### src/rtl/tdisp_pkg.sv
// Shared types, width helpers and conversion constants for the sequential
// temperature display path.
package tdisp_pkg;

   typedef enum logic [1:0] {
      IDLE  = 2'd0,
      CONV  = 2'd1,
      SHIFT = 2'd2,
      DONE  = 2'd3
   } state_t;

   localparam int C_MUL = 10;
   localparam int F_MUL = 18;
   localparam int F_OFS = 320;

   function automatic int tx_w(input int tc_w);
      return tc_w + 5;
   endfunction

   function automatic int mag_w(input int tc_w);
      return tx_w(tc_w) - 1;
   endfunction

   function automatic int mr_w(input int tc_w, input int frac);
      return mag_w(tc_w) - frac;
   endfunction

endpackage

### src/rtl/dbl_dabble_seq.sv
// Iterative binary-to-BCD converter: one shift-add-3 step per clock.
// done flags the cycle whose closing edge performs the final shift.
module dbl_dabble_seq #(
   parameter int IN_W = 13,
   parameter int NBCD = 5
) (
   input  logic              clk,
   input  logic              rst_n,
   input  logic              load,
   input  logic [IN_W-1:0]   value,
   output logic              busy,
   output logic              done,
   output logic [4*NBCD-1:0] bcd
);

   localparam int CNT_W = $clog2(IN_W + 1);

   logic [IN_W-1:0]   sr_r;
   logic [4*NBCD-1:0] acc_r;
   logic [4*NBCD-1:0] adj_s;
   logic [CNT_W-1:0]  cnt_r;
   logic              busy_r;

   // Add 3 to every nibble that would reach 10 or more after the shift.
   always_comb begin
      adj_s = acc_r;
      for (int i = 0; i < NBCD; i++) begin
         if (acc_r[4*i +: 4] >= 4'd5) begin
            adj_s[4*i +: 4] = acc_r[4*i +: 4] + 4'd3;
         end else begin
            adj_s[4*i +: 4] = acc_r[4*i +: 4];
         end
      end
   end

   // Load, then shift accumulator and source register left together.
   always_ff @(posedge clk or negedge rst_n) begin
      if (!rst_n) begin
         sr_r   <= '0;
         acc_r  <= '0;
         cnt_r  <= '0;
         busy_r <= 1'b0;
      end else if (load) begin
         sr_r   <= value;
         acc_r  <= '0;
         cnt_r  <= CNT_W'(IN_W);
         busy_r <= 1'b1;
      end else if (busy_r) begin
         acc_r  <= (adj_s << 1) | {{(4*NBCD-1){1'b0}}, sr_r[IN_W-1]};
         sr_r   <= sr_r << 1;
         cnt_r  <= cnt_r - CNT_W'(1);
         busy_r <= (cnt_r != CNT_W'(1));
      end else begin
         busy_r <= 1'b0;
      end
   end

   assign busy = busy_r;
   assign done = busy_r && (cnt_r == CNT_W'(1));
   assign bcd  = acc_r;

endmodule

### src/rtl/tdisplay_seq.sv
// Sequential temperature display path: signed fixed-point Celsius in,
// rounded sign-magnitude BCD tenths out (C or F), with overflow saturation.
module tdisplay_seq #(
   parameter int TC_W = 13,
   parameter int FRAC = 4,
   parameter int NDIG = 4
) (
   input  logic                   clk,
   input  logic                   rst_n,
   input  logic                   start,
   input  logic signed [TC_W-1:0] tc,
   input  logic                   c_f,
   output logic                   ready,
   output logic                   done,
   output logic                   sign,
   output logic [4*NDIG-1:0]      digits,
   output logic                   ovf
);

   import tdisp_pkg::*;

   localparam int TX_W  = tx_w(TC_W);
   localparam int MAG_W = mag_w(TC_W);
   localparam int MR_W  = mr_w(TC_W, FRAC);
   localparam int NBCD  = NDIG + 1;
   localparam int HALF  = 1 << (FRAC - 1);

   state_t state_r, state_next_s;

   logic signed [TC_W-1:0] tc_r;
   logic                   c_f_r;
   logic                   neg_r;
   logic                   mr_nz_r;
   logic                   ready_r;
   logic                   done_r;
   logic                   sign_r;
   logic [4*NDIG-1:0]      digits_r;
   logic                   ovf_r;

   logic signed [TX_W-1:0] tc_ext_s;
   logic signed [TX_W-1:0] tx10_s;
   logic signed [TX_W-1:0] abs_s;
   logic                   neg_s;
   logic [MAG_W-1:0]       mag_s;
   logic [MAG_W-1:0]       rsum_s;
   logic [MR_W-1:0]        mr_s;
   logic                   load_s;
   logic                   eng_busy_s;
   logic                   eng_done_s;
   logic [4*NBCD-1:0]      eng_bcd_s;
   logic                   ovf_s;

   // Scale to tenths, take magnitude and round half away from zero.
   always_comb begin
      tc_ext_s = TX_W'(tc_r);
      if (c_f_r) begin
         tx10_s = tc_ext_s * $signed(TX_W'(F_MUL)) + $signed(TX_W'(F_OFS << FRAC));
      end else begin
         tx10_s = tc_ext_s * $signed(TX_W'(C_MUL));
      end
      neg_s  = tx10_s[TX_W-1];
      abs_s  = neg_s ? -tx10_s : tx10_s;
      mag_s  = MAG_W'(abs_s);
      rsum_s = mag_s + MAG_W'(HALF);
      mr_s   = MR_W'(rsum_s >> FRAC);
   end

   assign ovf_s = |eng_bcd_s[4*NBCD-1:4*NDIG];

   dbl_dabble_seq #(
      .IN_W (MR_W),
      .NBCD (NBCD)
   ) u_dd (
      .clk   (clk),
      .rst_n (rst_n),
      .load  (load_s),
      .value (mr_s),
      .busy  (eng_busy_s),
      .done  (eng_done_s),
      .bcd   (eng_bcd_s)
   );

   // FSM state register.
   always_ff @(posedge clk or negedge rst_n) begin
      if (!rst_n) begin
         state_r <= IDLE;
      end else begin
         state_r <= state_next_s;
      end
   end

   // Next-state logic; an idle engine while shifting means a lost run, so recover to IDLE.
   always_comb begin
      state_next_s = state_r;
      load_s       = 1'b0;
      case (state_r)
         IDLE: begin
            if (start) state_next_s = CONV;
            else       state_next_s = IDLE;
         end
         CONV: begin
            load_s       = 1'b1;
            state_next_s = SHIFT;
         end
         SHIFT: begin
            if (eng_done_s)       state_next_s = DONE;
            else if (!eng_busy_s) state_next_s = IDLE;
            else                  state_next_s = SHIFT;
         end
         DONE:    state_next_s = IDLE;
         default: state_next_s = IDLE;
      endcase
   end

   // Input capture, sign bookkeeping and registered result outputs.
   always_ff @(posedge clk or negedge rst_n) begin
      if (!rst_n) begin
         tc_r     <= '0;
         c_f_r    <= 1'b0;
         neg_r    <= 1'b0;
         mr_nz_r  <= 1'b0;
         ready_r  <= 1'b1;
         done_r   <= 1'b0;
         sign_r   <= 1'b0;
         digits_r <= '0;
         ovf_r    <= 1'b0;
      end else begin
         ready_r <= (state_next_s == IDLE);
         done_r  <= 1'b0;
         if (state_r == IDLE && start) begin
            tc_r  <= tc;
            c_f_r <= c_f;
         end
         if (state_r == CONV) begin
            neg_r   <= neg_s;
            mr_nz_r <= |mr_s;
         end
         if (state_r == DONE) begin
            done_r <= 1'b1;
            sign_r <= neg_r & mr_nz_r;
            ovf_r  <= ovf_s;
            if (ovf_s) digits_r <= {NDIG{4'h9}};
            else       digits_r <= eng_bcd_s[4*NDIG-1:0];
         end
      end
   end

   assign ready  = ready_r;
   assign done   = done_r;
   assign sign   = sign_r;
   assign digits = digits_r;
   assign ovf    = ovf_r;

endmodule

### config.mk
export PLATFORM = sky130hd
export DESIGN_NAME = tdisplay_seq
export DESIGN_NICKNAME = d
export VERILOG_FILES = /design/src/rtl/tdisp_pkg.sv /design/src/rtl/dbl_dabble_seq.sv /design/src/rtl/tdisplay_seq.sv
export SDC_FILE = /design/constraint.sdc
export NUM_CORES = 1
export LEC_CHECK = 0
export CORE_UTILIZATION = 55
export DETAILED_ROUTE_END_ITERATION = 10
export HOLD_SLACK_MARGIN = 0.12
export PLACE_DENSITY_LB_ADDON = 0.1
export SYNTH_ARGS = -nofsm -noshare
export SYNTH_HDL_FRONTEND = slang
export SYNTH_SLANG_ARGS = --single-unit
export TNS_END_PERCENT = 100
### constraint.sdc
create_clock -name clk -period 4.7 [get_ports clk]
set_clock_uncertainty 0.15 [all_clocks]
set_input_delay 0.94 -clock clk [delete_from_list [all_inputs] [get_ports clk]]
set_output_delay 0.94 -clock clk [all_outputs]
set_load 0.03 [all_outputs]
==> results.py, run 1 <==
metrics = {
    "run_status": {
        "outcome": "complete, but fails checks",
        "violations": "negative setup slack",
    },
    "critical_path": {
        "critPathMostFrequentCell": "buf_4",
        "cpLargestDelayFamily": "compound AO/OA/AOI/OAI gates",
        "cp_slowest_stage_delay_ns": 0.46,
        "critical_path_class": "flop to flop",
        "critPathArrivalTime_ns": 4.94,
        "critPathLaunchType": "flop",
        "path_buf_inv": 4,
        "r2r_cells": 21,
        "worstSetupEndpointType": "flop",
        "crit_slowest_cell": "dfrtp_2",
        "path_cells": "buf_4 > ha_4 > ha_1 > a21o_1 > and3_4 > o211a_4 > o41ai_4 > xnor2_2 > and4_4 > o41ai_4 > xor2_1 > inv_1 > ha_2 > buf_4 > o31ai_4 > buf_4 > mux2i_2 > a21o_1 > nand3_1 > nor4_2 > a21oi_1",
        "crit_required_ns": 4.80,
        "ff2ff_setup_slack_ns": -0.13,
        "rr_endpoint": "mr_nz_r$_DFFE_PN0P_",
        "crit_fanout": 6,
        "r2r_start": "tc_r[5]$_DFFE_PN0P_",
    },
    "grt": {
        "grt_pass1_wl_microns": 26200,
        "grt_pass1_vias": 5554,
        "grt_max_degree": 77,
        "gr-usage-all-layers_pct": 29.1,
        "grt_overflow": 0,
        "antenna_found_initial": 0,
    },
    "timing": {
        "relSlewSlack_pct": 25.1,
        "fmax_mhz": 207,
        "layout_setup_ws_ns": -0.134,
        "fin_crit_sh_pct": 103,
        "tightest_slew_ns": 1.12,
        "hold_violations": 0,
        "slew_violations": 0,
        "period_minus_slack_ns": 4.83,
        "rsz0062_at_grt": "yes",
        "setup_viol": 1,
    },
    "routing": {
        "drt_iter0_drc": 425,
        "drc_errors": 0,
        "detail_route.vias_per_cell": 6.04,
        "routed_wl_microns": 16200,
        "wl_per_cell_microns": 17.4,
        "drtAntennaViolNets": 0,
        "dr.pass1.iters": 6,
        "vias": 5632,
    },
    "cts": {
        "cts_root_buffer": "clkbuf_8",
        "cts.sink_count": 76,
        "cts_made_buffers": 9,
        "cts_tree": "done",
        "clockBufferDepth": 2,
        "cts.clk_slew.worst_paths_ns": 0.09,
        "clock_latency_ns": 0.37,
        "cts.htree.levels": 3,
    },
    "synth": {
        "synth_compound_area_share_pct": 19.4,
        "synth-xor-area-share_pct": 7.33,
        "synth_area_leaders": "dfrtp_1, ha_1, mux2i_1",
        "synth.distinct_cells": 68,
        "syn_area_sq_um": 6040,
        "syn_nets": 761,
        "ys_ff_latch": 76,
        "synth-warning-count": 0,
        "synth_top_area_cell": "dfrtp_1",
        "synth_top_family_by_area": "compound AO/OA/AOI/OAI gates",
        "synth.avg_cell_area_sq_um": 8.84,
        "ys_seq_area_share_pct": 31.5,
        "synth.area.mux_share_pct": 7.48,
        "synthFlopType": "dfrtp_1",
        "synth-simple-area-share_pct": 18.4,
        "synth_cells": 683,
        "synthAdderAreaFrac_pct": 12.9,
        "synth.top_cell.area_share_pct": 31.1,
        "postSynth.asyncResetShare_pct": 100,
        "synth_enable_flop_cells": 0,
    },
    "min_path": {
        "worst_hold_startpoint": "digits[9]$_DFFE_PN0P_",
        "hold_end": "digits[9]$_DFFE_PN0P_",
        "min_path_type": "flop to flop",
        "worstHoldPathCells": 2,
    },
    "placement": {
        "port_buffers": 36,
        "place_area_sq_um": 7100,
        "routabilityCongestion": 0.985,
        "place_hpwl_microns": 11700,
    },
    "floorplanning": {
        "boundaryPins": 37,
        "floorplan.core_area_sq_um": 10500,
        "rows": 37,
        "die_w_microns": 107,
        "die_area_sq_um": 11400,
        "chipHeight_microns": 107,
        "start_util_pct": 57.7,
    },
    "finish": {
        "syn2layout_area_growth_pct": 27.6,
        "multi_input_area_sq_um": 4300,
        "fill_cells": 752,
        "drive_gt1_share_pct": 23.5,
        "regArea_sq_um": 1910,
        "nets": 870,
        "fin_area_sq_um": 7710,
        "antenna-diode-count": 0,
    },
    "job": {
        "cap_violations": 0,
    },
}
worst max path at each step:
| stage | start | endpoint | slack [ns] | cells past startpoint |
|---|---|---|---|---|
| final | tc_r[5]$_DFFE_PN0P_ | mr_nz_r$_DFFE_PN0P_ | -0.13 | 21 |
| after detailed placement | tc_r[4]$_DFFE_PN0P_ | mr_nz_r$_DFFE_PN0P_ | -0.27 | 20 |
| after global placement | tc_r[4]$_DFFE_PN0P_ | mr_nz_r$_DFFE_PN0P_ | -0.05 | 17 |
| after global routing | tc_r[5]$_DFFE_PN0P_ | mr_nz_r$_DFFE_PN0P_ | -0.36 | 20 |
| after CTS | tc_r[5]$_DFFE_PN0P_ | mr_nz_r$_DFFE_PN0P_ | -0.02 | 19 |
| after floorplan | tc_r[4]$_DFFE_PN0P_ | mr_nz_r$_DFFE_PN0P_ | -0.09 | 23 |
flip-flops by register name, indices dropped and copies added, names as in the netlist:
| signal | cells |
|---|---|
| c_f_r | 1 |
| digits | 16 |
| done | 1 |
| mr_nz_r | 1 |
| neg_r | 1 |
| ovf | 1 |
| ready | 1 |
| sign | 1 |
| state_r | 2 |
| tc_r | 13 |
| u_dd.bcd | 20 |
| u_dd.busy | 1 |
| u_dd.cnt_r | 4 |
| u_dd.sr_r | 13 |
layout make-up:
cell class                 instances  share of cell area, %
multi-input combinational        559                   55.8
sequential                        76                   24.8
timing repair buffer             123                   13.1
tap                              136                   2.21
clock buffer                      10                   1.79
clock inverter                     6                   1.22
inverter                          23                   1.12
timing repair:
action	in CTS	in global routing
gates resized for setup	25	29
hold buffers	0	0
hold endpoints to repair	0	0
pin swaps	15	24
buffers inserted	6	8
endpoints found under the setup margin	5	6
stage by stage:
step / cells / hold slack [ns] / setup TNS [ns] / util [%] / setup slack [ns]
floorplan: 683 / 0.301 / -0.0935 / - / -0.0935
global placement: 903 / 0.319 / -0.0517 / 67.9 / -0.0517
detailed placement: 903 / 0.330 / -0.400 / 67.9 / -0.268
CTS: 925 / 0.350 / -0.0161 / 71.8 / -0.0161
global route: 933 / 0.380 / -0.680 / 73.7 / -0.362
finish: 933 / 0.344 / -0.134 / 73.7 / -0.134
cells in the mapped netlist, types with 3 or more instances:
master    number
a211o_1        3
a211oi_1      10
a21boi_0       3
a21o_1        13
a21oi_1       47
a22o_1         5
a31oi_1        8
and2_1         9
and3_1         9
buf_1          7
buf_2          3
clkbuf_1      15
dfrtp_1       75
ha_1          59
inv_1         21
mux2_2        17
mux2i_1       26
nand2_1       66
nand2b_1      10
nand3_1       21
nand3b_1       4
nand4_1        4
nor2_1        51
nor2b_1        8
nor3_1        21
nor4_1         6
o211ai_1       5
o21ai_0       44
o21ai_1        3
o21bai_1       3
o22a_1         4
o22ai_1        3
o31ai_1        3
or3_1          6
xnor2_1       28
xor2_1        20
worst min-delay path, cell delays in order, from the launching register on:
cell and delay [ns]:
dfrtp_1 0.35, nand2_1 0.05, o21ai_0 0.06
logic make-up (layout without fill, tap and decap cells):
kind of cell | Yosys count | count (layout)
AOI/OAI and AO/OA | 179 | 179
xor gates and xnor gates | 49 | 49
adders and majority gates | 61 | 61
buffers and inverters | 48 | 162
DFF | 76 | 76
muxes | 43 | 43
and+or+nand+nor | 227 | 227
metal layers:
layer,up-vias,share of wire (%),track usage [%],routed length [microns]
met4,0,3.1,12.1,498
met3,46,4.2,5.11,689
met1,2730,44,37.3,7150
met2,165,49,48.2,7890
li1,2691,-,-,-
met5,-,0,0,0
placed cells by master, fill, tap and decap left out, types with 3 or more instances in the layout:
cell / n
buf_4: 88
dfrtp_1: 70
nand2_1: 66
nor2_1: 51
ha_1: 49
a21oi_1: 46
o21ai_0: 40
clkdlybuf4s50_1: 35
xnor2_1: 26
mux2i_1: 24
inv_1: 21
nor3_1: 20
xor2_1: 18
mux2_2: 17
nand3_1: 17
a21o_1: 13
clkbuf_8: 10
nand2b_1: 9
and2_1: 8
and3_1: 8
a31oi_1: 7
a211oi_1: 7
ha_4: 7
nor2b_1: 6
o21ai_1: 5
o211ai_1: 5
or3_1: 5
a22o_1: 5
dfrtp_2: 5
nand4_1: 4
nand3_2: 4
nand3b_1: 4
o22a_1: 4
nor4_2: 4
a211o_1: 3
o22ai_1: 3
ha_2: 3
Power of run 1 is left out: the tool's default activity adds up to more than one toggle a clock period on the data nets, which glitch-free logic cannot reach.
==> inputs of run 2 (changes only) <==
- CORE_MARGIN: not set -> 4
- PLACE_DENSITY_LB_ADDON: 0.1 -> 0.2
==> run 2 against run 1 <==
Compared with the run above:
- the run still ends with negative setup slack left
- count of clock-buffer cells in the layout grew 1
- sequential share of layout area shrank 0.16 points
- wire length shrank 1.1%
- critical path type unchanged
- highest routed layer unchanged
==> results.py, run 2 (same netlist as run 1, synthesis figures left out) <==
metrics = {
    "floorplanning": {
        "die_area_sq_um": 12700,
        "boundaryPins": 37,
        "die_w_microns": 113,
        "start_util_pct": 57.5,
        "chipHeight_microns": 113,
        "rows": 37,
        "floorplan.core_area_sq_um": 10500,
    },
    "routing": {
        "drc_errors": 0,
        "drt_iter0_drc": 400,
        "routed_wl_microns": 16100,
        "dr.pass1.iters": 6,
        "vias": 5660,
        "wl_per_cell_microns": 17.2,
        "detail_route.vias_per_cell": 6.07,
        "drtAntennaViolNets": 0,
    },
    "critical_path": {
        "path_buf_inv": 2,
        "crit_fanout": 5,
        "crit_required_ns": 4.78,
        "worstSetupEndpointType": "flop",
        "critical_path_class": "flop to flop",
        "critPathLaunchType": "flop",
        "path_cells": "ha_4 > ha_4 > and2_4 > a221o_1 > or4_4 > nand3_2 > a211oi_4 > buf_4 > and4_1 > o41ai_2 > xor2_1 > inv_1 > ha_4 > nand2b_1 > nand3b_1 > a32oi_2 > xnor2_1 > nor4_2 > nand3_1 > nor4_2 > a21oi_1",
        "critPathArrivalTime_ns": 4.94,
        "cp_slowest_stage_delay_ns": 0.54,
        "critPathMostFrequentCell": "ha_4",
        "cpLargestDelayFamily": "simple AND/OR/NAND/NOR gates",
        "crit_slowest_cell": "or4_4",
    },
    "grt": {
        "grt_pass1_vias": 5491,
        "antenna_found_initial": 0,
        "grt_max_degree": 77,
        "gr-usage-all-layers_pct": 25.6,
        "grt_overflow": 0,
        "grt_pass1_wl_microns": 27000,
    },
    "job": {
        "cap_violations": 0,
    },
    "timing": {
        "slew_violations": 0,
        "relSlewSlack_pct": 36.6,
        "fin_crit_sh_pct": 103,
        "rsz0062_at_grt": "yes",
        "period_minus_slack_ns": 4.86,
        "fmax_mhz": 206,
        "hold_ws_ns": 0.327,
        "hold_violations": 0,
        "layout_setup_ws_ns": -0.162,
        "setup_viol": 1,
        "tightest_slew_ns": 0.952,
    },
    "finish": {
        "antenna-diode-count": 0,
        "largest_register_ffs": 20,
        "fill_cells": 780,
        "final_common_cell": "buf_4",
        "final_cell_mix": "buf_4, dfrtp_1, nand2_1, ha_1, nor2_1",
        "drive_gt1_share_pct": 22.1,
        "regArea_sq_um": 1910,
        "nets": 870,
        "syn2layout_area_growth_pct": 28.4,
        "multi_input_area_sq_um": 4310,
    },
    "run_status": {
        "violations": "negative setup slack",
        "outcome": "complete, but fails checks",
    },
    "cts": {
        "cts.htree.levels": 3,
        "clock_latency_ns": 0.35,
        "cts_root_buffer": "clkbuf_8",
        "cts.sink_count": 76,
        "cts.clk_slew.worst_paths_ns": 0.09,
        "clockBufferDepth": 2,
        "cts_tree": "done",
        "cts_made_buffers": 9,
    },
    "min_path": {
        "min_path_type": "flop to flop",
    },
    "placement": {
        "routabilityCongestion": 0.946,
        "port_buffers": 36,
        "place_hpwl_microns": 11800,
    },
}
-- run 2: cell types whose count changed in the layout (fill, tap and decap cells not counted), moves of 3 or more --
cell / change
buf_4: -3
buf_6: +3
ha_1: +3
o21ai_0: -3
o21ai_1: +5
-- run 2: what timing repair did --
action / 4_1_cts / 5_1_grt
gates cloned: 0 / 0
gates resized for setup: 14 / 40
hold buffers: 0 / 0
buffers inserted: 2 / 9
setup endpoints to repair: 1 / 8
pin swaps: 10 / 19
-- run 2: path summary, 6_finish.rpt --
path	endpoint	from	cells after the start	slack, ns
setup / recovery	mr_nz_r$_DFFE_PN0P_	tc_r[5]$_DFFE_PN0P_	21	-0.16
hold / removal	sign$_DFFE_PN0P_	sign$_DFFE_PN0P_	2	0.33
setup reg to reg	mr_nz_r$_DFFE_PN0P_	tc_r[5]$_DFFE_PN0P_	21	-0.16
hold reg to reg	sign$_DFFE_PN0P_	sign$_DFFE_PN0P_	2	0.33
max in group asynchronous	tc_r[4]$_DFFE_PN0P_	rst_n	1	3.16
min in group asynchronous	done$_DFF_PN0_	rst_n	1	0.58
-- run 2: layout make-up --
class / instances / area share (%)
Timing Repair Buffer: 123 / 13.2
Clock buffer: 11 / 1.95
Clock inverter: 5 / 1.39
Tap cell: 136 / 2.19
Inverter: 23 / 1.11
Sequential cell: 76 / 24.6
Multi-Input combinational cell: 559 / 55.6
-- run 2: per-layer routing --
metal / vias up / track usage (%) / wire length, microns
met1: 2787 / 32.6 / 7010
met4: 0 / 5.85 / 245
li1: 2697 / - / -
met2: 153 / 46.7 / 8160
met3: 23 / 2.73 / 633
met5: - / 0 / 0
-- run 2: through the flow --
| stage | util [%] | instance area (sq um) | instances | worst slack, ns | setup TNS (ns) |
|---|---|---|---|---|---|
| after floorplan | - | 6120 | 683 | -0.0935 | -0.0935 |
| after global placement | 67.9 | 7140 | 908 | -0.171 | -0.171 |
| after detailed placement | 67.9 | 7140 | 908 | -0.181 | -0.181 |
| after CTS | 71.4 | 7500 | 926 | -0.0401 | -0.0401 |
| after global routing | 73.8 | 7750 | 933 | -0.421 | -0.915 |
| final | 73.8 | 7750 | 933 | -0.162 | -0.162 |
-- run 2: worst reg2reg max path, delay by kind of cell, from the launching register on --
kind	cells	cell delay, ns
buffers and inverters	2	0.27
XOR/XNOR	2	0.37
AO/OA/AOI/OAI	5	0.93
adder cells (fa/ha/maj)	3	0.69
AND/OR/NAND/NOR	9	1.84
flip-flops	1	0.46
Power of run 2 is left out for the same reason.
